**src/rtl/multi_chan_edge_timer_pkg.sv**
```systemverilog
// Shared encodings and helpers for the multi-channel edge timer.
package multi_chan_edge_timer_pkg;

  typedef enum logic [1:0] {
    MODE_HIGH   = 2'd0,
    MODE_LOW    = 2'd1,
    MODE_PERIOD = 2'd2,
    MODE_COUNT  = 2'd3
  } mode_e;

  typedef enum logic [1:0] {
    ST_IDLE,
    ST_ARMED,
    ST_MEASURE
  } state_e;

  // Increment that sticks at max_value instead of wrapping.
  function automatic logic [31:0] sat_inc(input logic [31:0] value, input logic [31:0] max_value);
    return (value >= max_value) ? max_value : value + 32'd1;
  endfunction

endpackage

```
**src/rtl/multi_chan_edge_timer_channel.sv**
```systemverilog
// One measurement channel: synchroniser, edge detect, measurement FSM,
// saturating counter, capture register and valid/overrun/saturated flags.
module edge_timer_channel
  import multi_chan_edge_timer_pkg::*;
#(
  parameter int CNT_WIDTH   = 16,
  parameter int SYNC_STAGES = 2
) (
  input  logic                 clk,
  input  logic                 rst,
  input  logic                 run,
  input  logic [1:0]           mode,
  input  logic                 win_term,
  input  logic                 sig,
  input  logic                 ack,
  output logic [CNT_WIDTH-1:0] cap,
  output logic                 valid,
  output logic                 overrun,
  output logic                 saturated
);

  localparam logic [CNT_WIDTH-1:0] CNT_ONES = '1;

  logic [SYNC_STAGES-1:0] sync_q, sync_d;
  logic                   hist_q, hist_d;
  state_e                 state_q, state_d;
  logic [CNT_WIDTH-1:0]   cnt_q, cnt_d;
  logic [CNT_WIDTH-1:0]   cap_q, cap_d;
  logic                   valid_q, valid_d;
  logic                   overrun_q, overrun_d;
  logic                   sat_q, sat_d;

  logic                   rise, fall, start_edge, stop_edge;
  logic                   cap_evt;
  logic [CNT_WIDTH-1:0]   cap_val, cnt_inc;

  assign rise       = sync_q[SYNC_STAGES-1] & ~hist_q;
  assign fall       = ~sync_q[SYNC_STAGES-1] & hist_q;
  assign start_edge = (mode == MODE_LOW)  ? fall : rise;
  assign stop_edge  = (mode == MODE_HIGH) ? fall : rise;
  assign cnt_inc    = CNT_WIDTH'(sat_inc(32'(cnt_q), 32'(CNT_ONES)));

  always_comb begin
    // NOTE: every variable gets a default first so no path leaves it unassigned and infers a latch.
    sync_d    = {sync_q[SYNC_STAGES-2:0], sig};
    hist_d    = sync_q[SYNC_STAGES-1];
    state_d   = state_q;
    cnt_d     = cnt_q;
    cap_evt   = 1'b0;
    cap_val   = cnt_q;

    if (!run) begin
      state_d = ST_IDLE;
      cnt_d   = '0;
    end else if (mode == MODE_COUNT) begin
      // Edges on the terminal window cycle belong to the window that is closing.
      state_d = ST_ARMED;
      cap_val = rise ? cnt_inc : cnt_q;
      if (win_term) begin
        cap_evt = 1'b1;
        cnt_d   = '0;
      end else begin
        cnt_d   = cap_val;
      end
    end else begin
      unique case (state_q)
        ST_IDLE:  state_d = ST_ARMED;
        ST_ARMED: begin
          if (start_edge) begin
            cnt_d   = CNT_WIDTH'(1);
            state_d = ST_MEASURE;
          end
        end
        ST_MEASURE: begin
          if (stop_edge) begin
            cap_evt = 1'b1;
            if (mode == MODE_PERIOD) cnt_d = CNT_WIDTH'(1);
            else                     state_d = ST_ARMED;
          end else begin
            cnt_d = cnt_inc;
          end
        end
        default:  state_d = ST_IDLE;
      endcase
    end

    cap_d     = cap_q;
    valid_d   = valid_q;
    overrun_d = overrun_q;
    sat_d     = sat_q;
    if (cap_evt) begin
      cap_d     = cap_val;
      valid_d   = 1'b1;
      overrun_d = ~ack & (overrun_q | valid_q);
      sat_d     = (cap_val == CNT_ONES);
    end else if (ack) begin
      valid_d   = 1'b0;
      overrun_d = 1'b0;
    end
  end

  // NOTE: non-blocking assignments make every flop sample pre-edge values regardless of statement order.
  always_ff @(posedge clk or posedge rst) begin
    if (rst) begin
      sync_q    <= '0;
      hist_q    <= 1'b0;
      state_q   <= ST_IDLE;
      cnt_q     <= '0;
      cap_q     <= '0;
      valid_q   <= 1'b0;
      overrun_q <= 1'b0;
      sat_q     <= 1'b0;
    end else begin
      sync_q    <= sync_d;
      hist_q    <= hist_d;
      state_q   <= state_d;
      cnt_q     <= cnt_d;
      cap_q     <= cap_d;
      valid_q   <= valid_d;
      overrun_q <= overrun_d;
      sat_q     <= sat_d;
    end
  end

  assign cap       = cap_q;
  assign valid     = valid_q;
  assign overrun   = overrun_q;
  assign saturated = sat_q;

endmodule

```
**src/rtl/multi_chan_edge_timer.sv**
```systemverilog
// Multi-channel edge timer top: mode register, shared count window and
// registered byte-select readout over CHANNELS measurement channels.
module multi_chan_edge_timer
  import multi_chan_edge_timer_pkg::*;
#(
  parameter int CHANNELS    = 4,
  parameter int CNT_WIDTH   = 16,
  parameter int SYNC_STAGES = 2,
  parameter int WIN_LOG2    = 8
) (
  input  logic                                               clk,
  input  logic                                               rst,
  input  logic                                               enable,
  input  logic [1:0]                                         mode,
  input  logic [CHANNELS-1:0]                                signal,
  input  logic [CHANNELS-1:0]                                ack,
  input  logic [((CHANNELS > 1) ? $clog2(CHANNELS) : 1)-1:0] sel_chan,
  input  logic [((CNT_WIDTH > 8) ? $clog2(CNT_WIDTH/8) : 1)-1:0] sel_byte,
  output logic [7:0]                                         out,
  output logic [CHANNELS-1:0]                                valid,
  output logic [CHANNELS-1:0]                                overrun,
  output logic [CHANNELS-1:0]                                saturated
);

  localparam int NBYTES = CNT_WIDTH / 8;

  logic [1:0]           mode_q, mode_d;
  logic [WIN_LOG2-1:0]  win_q, win_d;
  logic [7:0]           out_q, out_d;
  logic                 mode_chg, run, win_run, win_term;
  logic [CNT_WIDTH-1:0] cap [CHANNELS];

  // A mode change aborts every channel for one cycle, exactly like enable low.
  assign mode_chg = (mode != mode_q);
  assign run      = enable & ~mode_chg;
  assign win_run  = run & (mode_q == MODE_COUNT);
  assign win_term = win_run & (&win_q);

  always_comb begin
    mode_d = mode;
    win_d  = win_run ? win_q + WIN_LOG2'(1) : '0;
    out_d  = '0;
    for (int c = 0; c < CHANNELS; c++) begin
      for (int b = 0; b < NBYTES; b++) begin
        if (int'(sel_chan) == c && int'(sel_byte) == b) out_d = cap[c][8*b +: 8];
      end
    end
  end

  always_ff @(posedge clk or posedge rst) begin
    if (rst) begin
      mode_q <= '0;
      win_q  <= '0;
      out_q  <= '0;
    end else begin
      mode_q <= mode_d;
      win_q  <= win_d;
      out_q  <= out_d;
    end
  end

  assign out = out_q;

  for (genvar c = 0; c < CHANNELS; c++) begin : g_chan
    edge_timer_channel #(
      .CNT_WIDTH   (CNT_WIDTH),
      .SYNC_STAGES (SYNC_STAGES)
    ) u_chan (
      .clk       (clk),
      .rst       (rst),
      .run       (run),
      .mode      (mode_q),
      .win_term  (win_term),
      .sig       (signal[c]),
      .ack       (ack[c]),
      .cap       (cap[c]),
      .valid     (valid[c]),
      .overrun   (overrun[c]),
      .saturated (saturated[c])
    );
  end

endmodule

```
**config.mk**
```make
export PLATFORM = sky130hd
export DESIGN_NAME = multi_chan_edge_timer
export DESIGN_NICKNAME = d
export VERILOG_FILES = /design/src/rtl/multi_chan_edge_timer_pkg.sv /design/src/rtl/multi_chan_edge_timer_channel.sv /design/src/rtl/multi_chan_edge_timer.sv
export SDC_FILE = /design/constraint.sdc
export NUM_CORES = 1
export LEC_CHECK = 0
export CAP_MARGIN = 15
export CELL_PAD_IN_SITES_DETAIL_PLACEMENT = 1
export CELL_PAD_IN_SITES_GLOBAL_PLACEMENT = 1
export CORE_ASPECT_RATIO = 1.75
export CORE_MARGIN = 8
export CORE_UTILIZATION = 48
export DETAILED_ROUTE_END_ITERATION = 6
export HOLD_SLACK_MARGIN = 0.06
export PLACE_DENSITY = 0.88
export SYNTH_ARGS = -nofsm -noshare
export SYNTH_HDL_FRONTEND = slang
export SYNTH_HIERARCHICAL = 1
export SYNTH_SLANG_ARGS = --single-unit
```
**constraint.sdc**
```tcl
create_clock -name clk -period 4.43 [get_ports clk]
set_input_delay 0.443 -clock clk [delete_from_list [all_inputs] [get_ports clk]]
set_output_delay 0.443 -clock clk [all_outputs]
set_load 0.01 [all_outputs]
```
# Word-level counts from Yosys, hierarchy flattened
# Cells that the tools add are included.
# Widths: inputs -> output; s select.
[totals]
ff_bits = 178
latchBits = 0
ramBits = 0
mem_bits_ro = 0
in_bits = 16
memories = 0
[classes]
n_addsub = 5
mul = 0
n_div = 0
n_lt_le_gt_ge = 4
eq_ne = 39
shifts = 0
muxes = 108
bitwise = 33
n_reduce_logical = 27
[ops]
columns = ["operator", "n"]
rows = [
  ["$mux 16", 37],
  ["$pmux 16 s2", 4],
  ["$mux 8", 9],
  ["$add 16x1->16 const B", 4],
  ["$eq 16x16->1 const B", 4],
  ["$ge 16x16->1 const B", 4],
  ["$mux 1", 37],
  ["$mux 2", 17],
  ["$ne 4x4->1 const B", 7],
  ["$ne 4x3->1 const B", 6],
  ["$pmux 2 s3", 4],
  ["$reduce_and 3->1", 8],
  ["$ne 5x5->1 const B", 4],
  ["$eq 2x2->1 const B", 8],
  ["$and 1x1->1", 15],
  ["$not 1->1", 14],
  ["$eq 2x1->1 const B", 6],
  ["$logic_not 2->1", 6],
  ["$ne 4x2->1 const B", 3],
  ["$add 8x1->8 const B", 1],
  ["$logic_and 1x1->1", 8],
  ["$reduce_and 8->1", 1],
  ["$reduce_bool 2->1", 4],
  ["$or 1x1->1", 4],
  ["$ne 2x2->1", 1],
]

# Depth between registers and ports, before layout
# Gate-level depths: netlist of run 1.
[logic_depth]
depth_word = 10
depth_mapped = 11
depth_no_buf = 8

# By module
# Netlist of run 1, hierarchy kept.
[modules_own_cells]
columns = ["mod", "instances", "cells_each", "area_each_um2"]
rows = [
  ["edge_timer_channel (g_chan[0].u_chan ...)", 3, 317, 2571.2],
  ["edge_timer_channel (g_chan[1].u_chan)", 1, 348, 2798.9],
  ["multi_chan_edge_timer", 1, 81, 1193.6],
]

# Worst setup path after synthesis of run 1
# No wires, ideal clock.
[synth_timing]
kind = "register -> register"
startpoint = "register mode_q[0]"
endpoint = "register g_chan[0].u_chan.sat_q"
t_arrival_ps = 3124
required_ps = 4338
path_slack_ps = 1215
path_stages_with_launch = 7
path_buffers = 0
period_less_slack_ps = 3215
cell_sequence = "dfrtp_1 and3_1 nand3_1 nor3_1 a31oi_1 or4_1 o31ai_2"
[synth_between]
elab_chain_len = 8
word_cells_on_any_way = 16
[synth_rtl]
columns = ["element", "line", "rtl"]
rows = [
  ["start, declared", "multi_chan_edge_timer.sv:27", "logic [1:0] mode_q, mode_d;"],
  ["start signal, assigned", "multi_chan_edge_timer.sv:56", "mode_q <= mode_d;"],
  ["$ne 2x2->1", "multi_chan_edge_timer.sv:34", "assign mode_chg = (mode != mode_q);"],
  ["$not 1->1", "multi_chan_edge_timer.sv:35", "assign run = enable & ~mode_chg;"],
  ["$and 1x1->1", "multi_chan_edge_timer.sv:35", ""],
  ["$and 1x1->1 *", "multi_chan_edge_timer.sv:36", "assign win_run = run & (mode_q == MODE_COUNT);"],
  ["$and 1x1->1 *", "multi_chan_edge_timer.sv:37", "assign win_term = win_run & (&win_q);"],
  ["via win_term", "multi_chan_edge_timer.sv:30", "logic mode_chg, run, win_run, win_term;"],
  ["$mux 1 *", "multi_chan_edge_timer_channel.sv:59", "if (win_term) begin"],
  ["$mux 1 *", "multi_chan_edge_timer_channel.sv:55", "end else if (mode == MODE_COUNT) begin"],
  ["$mux 1 *", "multi_chan_edge_timer_channel.sv:52", "if (!run) begin"],
  ["end signal, assigned", "multi_chan_edge_timer_channel.sv:121", "sat_q <= sat_d;"],
  ["end, declared", "multi_chan_edge_timer_channel.sv:31", "logic sat_q, sat_d;"],
]
# The timed path passes the listed nets; every way through them passes the cells marked *.
# A chain may end at the register's enable or synchronous reset.

# Final worst setup path of run 1
[layout_timing]
startpoint = "register mode_q[1]"
endpoint = "register g_chan[0].u_chan.sat_q"
[layout_between]
elab_chain_len = 8
word_cells_on_any_way = 16
[layout_rtl]
columns = ["element", "line"]
rows = [
  ["$ne 2x2->1", "multi_chan_edge_timer.sv:34"],
  ["$not 1->1", "multi_chan_edge_timer.sv:35"],
  ["$and 1x1->1", "multi_chan_edge_timer.sv:35"],
  ["$and 1x1->1", "multi_chan_edge_timer.sv:36"],
  ["$and 1x1->1", "multi_chan_edge_timer.sv:37"],
  ["$mux 1", "multi_chan_edge_timer_channel.sv:59"],
  ["$mux 1", "multi_chan_edge_timer_channel.sv:55"],
  ["$mux 1", "multi_chan_edge_timer_channel.sv:52"],
]
# Parallel ways exist; a longest one is shown, timed or not.

==> flow_summary.yaml, run 1 <==
cts:
  post_cts_resize_count: 0
  clk_latency_ns: 0.46
  cts_tree: "yes"
  cts-root-buf: "clkbuf_16"
  cts_max_path_buffers: 2
  cts_setup_buffers: 0
  cts_sinks: 178
  cts_made_buffers: 17
  clkTransAtPathRegs_ns: 0.07
  postCtsHoldBufs: 0
  htreeDepth: 4
flow_run:
  drv_cap: 0
route:
  drt_iter0_drc: 1078
  first_pass_iters: 7
  vias: 11500
  postRouteAntennaNets: 0
  routed_wl_mm: 39.60
  via_per_inst: 6.874
  drc_errors: 1
  routedWlPerCell_um: 23.67
global_routing:
  grt.busiest_layer: "met2"
  grt_pass1_wl_mm: 64.36
  grtUsageMet2_pct: 47.93
  use_met1_pct: 29.38
  grt.overflow.total: 0
  grtUsageMet3_pct: 4.722
  grtUsageTotal_pct: 26.84
  grt_pass1_vias: 11820
  antenna_found_initial: 0
  grt_max_degree: 41
setup_path:
  cp_data_arrival_time_ns: 3.73
  setup.worst_path.end_class: "flop"
  worst-setup-path-type: "reg -> reg"
  slowest_stage: "dfrtp_1"
  timing.critical_path.cells: "buf_4, and2_1, and3_1, buf_4, o22ai_1, or4_1, or4_1, o31ai_2"
  crit_buf_inv: 2
  crit_path_start_kind: "flop"
  cpLargestDelayFamily: "simple AND/OR/NAND/NOR gates"
  slowest_delay_ns: 0.60
  path_max_fanout: 17
  cp.required_ns: 4.80
finish:
  syn_to_final_growth_pct: 9.459
  layout.nets: 1389
  n_antenna_cell: 0
  fillers: 2868
  final_util_pct: 53.34
  drive_gt1_share_pct: 8.425
  regArea_um2: 4454
  multiInputGateArea_um2: 6645
synthesis:
  ys_ff_latch: 178
  synth-main-ff-cell: "dfrtp_1"
  syn-num-nets: 1417
  syn_area_per_cell_um2: 8.483
  yosysWarnings: 6
  synthCells: 1380
  synth_top_area_cell: "dfrtp_1"
  synth.distinct_cells: 70
  netlist_top_cells_area: "dfrtp_1 38%, nand2_1 6.1%, a21oi_1 5.9%, o21ai_0 4.3%, mux4_1 3.4%"
  yosysMostFrequentCell: "nand2_1"
  synth_edf_count: 0
  yosysSeqAreaShare_pct: 38.05
  netlist_area_um2: 11710
  synthArstFlopShare_pct: 100.0
  synth_top_area_share_pct: 38.05
  synth_commonest_cells: "189 x nand2_1, 178 x dfrtp_1, 139 x a21oi_1"
sta:
  slew_violations: 0
  timing.final.ws_setup_ns: 1.062
  setup_violations: 0
  fin_crit_ns: 3.368
  final-hold-violation-count: 0
  worstMarginPinSlew_ns: 1.114
  fin_crit_sh_pct: 76.02
  fin_worst_skew_ns: 0.01390
  relSlewSlack_pct: 25.64
  max_freq_ghz: 0.2969
  tns_ns: 0
  rsz0062_at_grt: "no"
hold_path:
  hold_path.class: "reg -> reg"
pwr:
  total_power_uw: 3520
  p_leak_uw: 0.005305
  max-vdd-ir-drop_v: 0.0003114
  cellPowerDensity_nw_per_um2: 274.7
floorplan:
  core-area_um2: 24020
  start_util_pct: 48.73
  die-area_um2: 29840
  die_h_um: 222.6
  fp.dieW_um: 134.1
  rows: 75
  io_pins: 36
run_status:
  violations: "DRC"
  status: "finished with violations"
place:
  hpwl_mm: 27.91
  dp_worst_setup_slack_ns: 0.8015
  port_buffers: 35
  place.gp.congestion: 0.9562
==> cell type report <==
class,instances,area share (%)
Multi-Input combinational cell,1054,51.86
Sequential cell,178,34.76
Timing Repair Buffer,69,4.726
Clock buffer,20,3.486
Tap cell,308,3.008
Clock inverter,12,1.221
Inverter,32,0.9374
==> power by group <==
part,switching (uW),internal (uW)
sequential,18.6,1640
clock,699,904
combinational,187,74.9
total,905,2620
==> metrics by stage <==
| step | hold WS, ns | instance area, um2 | std cells |
|---|---|---|---|
| 6_report | 0.3501 | 12810 | 1673 |
| 3_3_place_gp | 0.3405 | 12210 | 1641 |
| 2_1_floorplan | 0.3312 | 11710 | 1380 |
| 5_1_grt | 0.3805 | 12810 | 1673 |
| 4_1_cts | 0.3548 | 12810 | 1673 |
| 3_5_place_dp | 0.3387 | 12210 | 1641 |
==> cells in the final DEF, fill, tap and decap left out, types with 7 or more instances in the layout <==
cell type and count:
a21oi_1 139, and4_1 15, and3_1 32, dfrtp_1 178
o21ai_1 23, and2_1 12, clkdlybuf4s50_1 35, a21boi_0 7
o211ai_1 50, o2111ai_1 7, mux2_2 18, nor3_1 16
o21ai_0 100, inv_1 30, a41oi_1 7, nor2_1 69
nor2b_1 8, o22ai_1 13, nand3_1 64, a31oi_1 39
clkbuf_16 17, buf_4 34, nand2_1 189, nand4_1 24
a311oi_1 17, ha_1 21, a21o_1 31, nand2b_1 11
mux2i_1 10, o31ai_1 22, mux4_1 15
==> path summary, 6_finish.rpt <==
| path | slack (ns) | depth (start not counted) | startpoint | end |
|---|---|---|---|---|
| max reg2reg | 1.06 | 8 | mode_q[1] | g_chan[0].u_chan/saturated |
| max in group asynchronous | 3.29 | 3 | rst | g_chan[0].u_chan/cnt_q[7] |
| min in group asynchronous | 0.68 | 3 | rst | g_chan[2].u_chan/hist_q |
| min | 0.35 | 0 | g_chan[2].u_chan/sync_q[0] | g_chan[2].u_chan/sync_q[1] |
| max | 1.06 | 8 | mode_q[1] | g_chan[0].u_chan/saturated |
| min reg2reg | 0.35 | 0 | g_chan[2].u_chan/sync_q[0] | g_chan[2].u_chan/sync_q[1] |
==> registers in the layout (all words and copies together), names as in the netlist <==
name                     count
g_chan.u_chan/cap           64
g_chan.u_chan/cnt_q         64
g_chan.u_chan/hist_q         4
g_chan.u_chan/overrun        4
g_chan.u_chan/saturated      4
g_chan.u_chan/state_q        8
g_chan.u_chan/sync_q         8
g_chan.u_chan/valid          4
mode_q                       2
out                          8
win_q                        8
==> cells by family (layout without fill, tap and decap cells) <==
kind of cell,Yosys count,count (layout),share of synthesized area (%)
AO/OA/AOI/OAI,512,512,28.04
multiplexers,44,44,6.146
buffers and inverters,148,133,5.526
flip-flops,178,178,38.05
adder cells (fa/ha/maj),21,21,2.245
AND/OR/NAND/NOR,471,471,19.55
XOR/XNOR,6,6,0.4489
==> routing by layer <==
layer | share of wire, % | wire [um] | up-vias
li1 | - | - | 5116
met2 | 53 | 20930 | 472
met3 | 4.7 | 1858 | 148
met5 | 0 | 0 | -
met4 | 4.9 | 1947 | 0
met1 | 38 | 14870 | 5764
No activity file was read; power rests on OpenSTA's default activity.
==> run 2: changes to the inputs <==
- clock period: 4.43 -> 3.4 ns (I/O delays scaled with it)
==> flow_summary.yaml, run 2 (synthesis gave the netlist of run 1 again) <==
cts:
  post_cts_resize_count: 0
  cts_tree: "yes"
  cts_made_buffers: 17
  htreeDepth: 4
  cts_setup_buffers: 0
  cts-root-buf: "clkbuf_16"
  cts_max_path_buffers: 2
  postCtsHoldBufs: 0
  cts_sinks: 178
  clk_latency_ns: 0.46
  clkTransAtPathRegs_ns: 0.07
sta:
  tns_ns: 0
  worstMarginPinSlew_ns: 0.9733
  fin_crit_ns: 3.111
  setup_violations: 0
  max_freq_ghz: 0.3215
  fin_worst_skew_ns: 0.01145
  fin_crit_sh_pct: 91.50
  final-hold-violation-count: 0
  slew_violations: 0
  hold_slack_ns: 0.3185
  rsz0062_at_grt: "no"
  relSlewSlack_pct: 34.68
finish:
  regArea_um2: 4454
  layout.nets: 1419
  finalInstanceArea_um2: 13100
  final_cell_mix: "189 x nand2_1, 178 x dfrtp_1, 139 x a21oi_1"
  syn_to_final_growth_pct: 11.94
  drive_gt1_share_pct: 10.47
  stdcell_count: 1703
  final_common_cell: "nand2_1"
  multiInputGateArea_um2: 6645
  fillers: 2862
  final_util_pct: 54.55
route:
  top_layer: "met4"
  via_per_inst: 6.836
  routed_wl_mm: 40.28
  routed-wl-met3_mm: 1.729
  postRouteAntennaNets: 0
  detailroute.wirelength.met2_mm: 21.01
  first_pass_iters: 6
  drc_errors: 0
  vias: 11640
  drt-met1-wl_mm: 15.31
  drt_iter0_drc: 1179
  routedWlPerCell_um: 23.65
setup_path:
  crit_path_start_kind: "flop"
  rr_worst_depth: 8
  cp.required_ns: 3.76
  worstReg2RegEnd: "g_chan[0].u_chan/saturated"
  path_max_fanout: 26
  r2r-start: "mode_q[1]"
  cp_data_arrival_time_ns: 3.47
  setup.worst_path.end_class: "flop"
  r2r_slack_ns: 0.29
  worst-setup-path-type: "reg -> reg"
global_routing:
  grtUsageTotal_pct: 27.28
  grt.overflow.total: 0
  grt_pass1_wl_mm: 66.09
  grt_max_degree: 41
  grt_pass1_vias: 12290
  antenna_found_initial: 1
place:
  hpwl_mm: 28.32
  placed_cells: 1670
  post_dp_cell_area_um2: 12440
  port_buffers: 35
  place.gp.congestion: 0.9798
flow_run:
  drv_cap: 0
pwr:
  p_leak_uw: 0.005490
  max-vdd-ir-drop_v: 0.0003809
  cellPowerDensity_nw_per_um2: 362.4
floorplan:
  fp.dieW_um: 134.1
  die-area_um2: 29840
  die_h_um: 222.6
  start_util_pct: 48.73
  io_pins: 36
  core-area_um2: 24020
  rows: 75
hold_path:
  hold_path.class: "in -> reg"
  holdPathStages: 1
  hold_end: "g_chan[0].u_chan/sync_q[0]"
  hp-start: "signal[0]"
run_status:
  status: "complete, no violations"
==> run 2: final cells by class <==
class	instances	share of cell area [%]
Timing Repair Buffer	99	6.436
Tap cell	308	2.941
Inverter	32	0.9166
Clock buffer	17	3.246
Multi-Input combinational cell	1054	50.71
Clock inverter	14	1.738
Sequential cell	178	33.99
Antenna cell	1	0.01910
==> run 2: per-stage QoR <==
stage	total power, uW	setup WS [ns]
2_1_floorplan	2422	0.1845
3_3_place_gp	2524	0.2740
3_5_place_dp	2541	0.1729
4_1_cts	4777	0.3686
5_1_grt	4889	0.2325
6_report	4749	0.2891
==> run 2: routing by layer <==
| metal | track usage, % | up-vias |
|---|---|---|
| li1 | - | 5177 |
| met1 | 30.12 | 5853 |
| met2 | 47.46 | 454 |
| met3 | 4.632 | 158 |
| met4 | 17.07 | 0 |
| met5 | 0 | - |
==> run 2: worst max-delay path, stage by stage (launching register included) <==
cell and delay (ns):
dfrtp_1 0.40, buf_4 0.32, and2_1 0.36, and3_1 0.37, buf_4 0.25, a31oi_1 0.14, or4_1 0.45, or4_1 0.47
o31ai_2 0.24
==> run 2: how the worst max path moves through the flow <==
| stage | start | to | slack, ns |
|---|---|---|---|
| global placement | mode[1] | g_chan[0].u_chan/saturated | 0.27 |
| detailed placement | mode[1] | g_chan[0].u_chan/saturated | 0.17 |
| finish | mode_q[1] | g_chan[0].u_chan/saturated | 0.29 |
| floorplan | mode_q[0] | g_chan[0].u_chan/saturated | 0.18 |
| CTS | mode_q[1] | g_chan[0].u_chan/saturated | 0.37 |
| global route | mode_q[1] | g_chan[0].u_chan/saturated | 0.23 |
==> run 2: power by group <==
| part | leakage, uW | internal, uW | switching (uW) |
|---|---|---|---|
| Sequential | 0.00245 | 2130 | 21.2 |
| Combinational | 0.00272 | 105 | 251 |
| Clock | 0.000314 | 1310 | 923 |
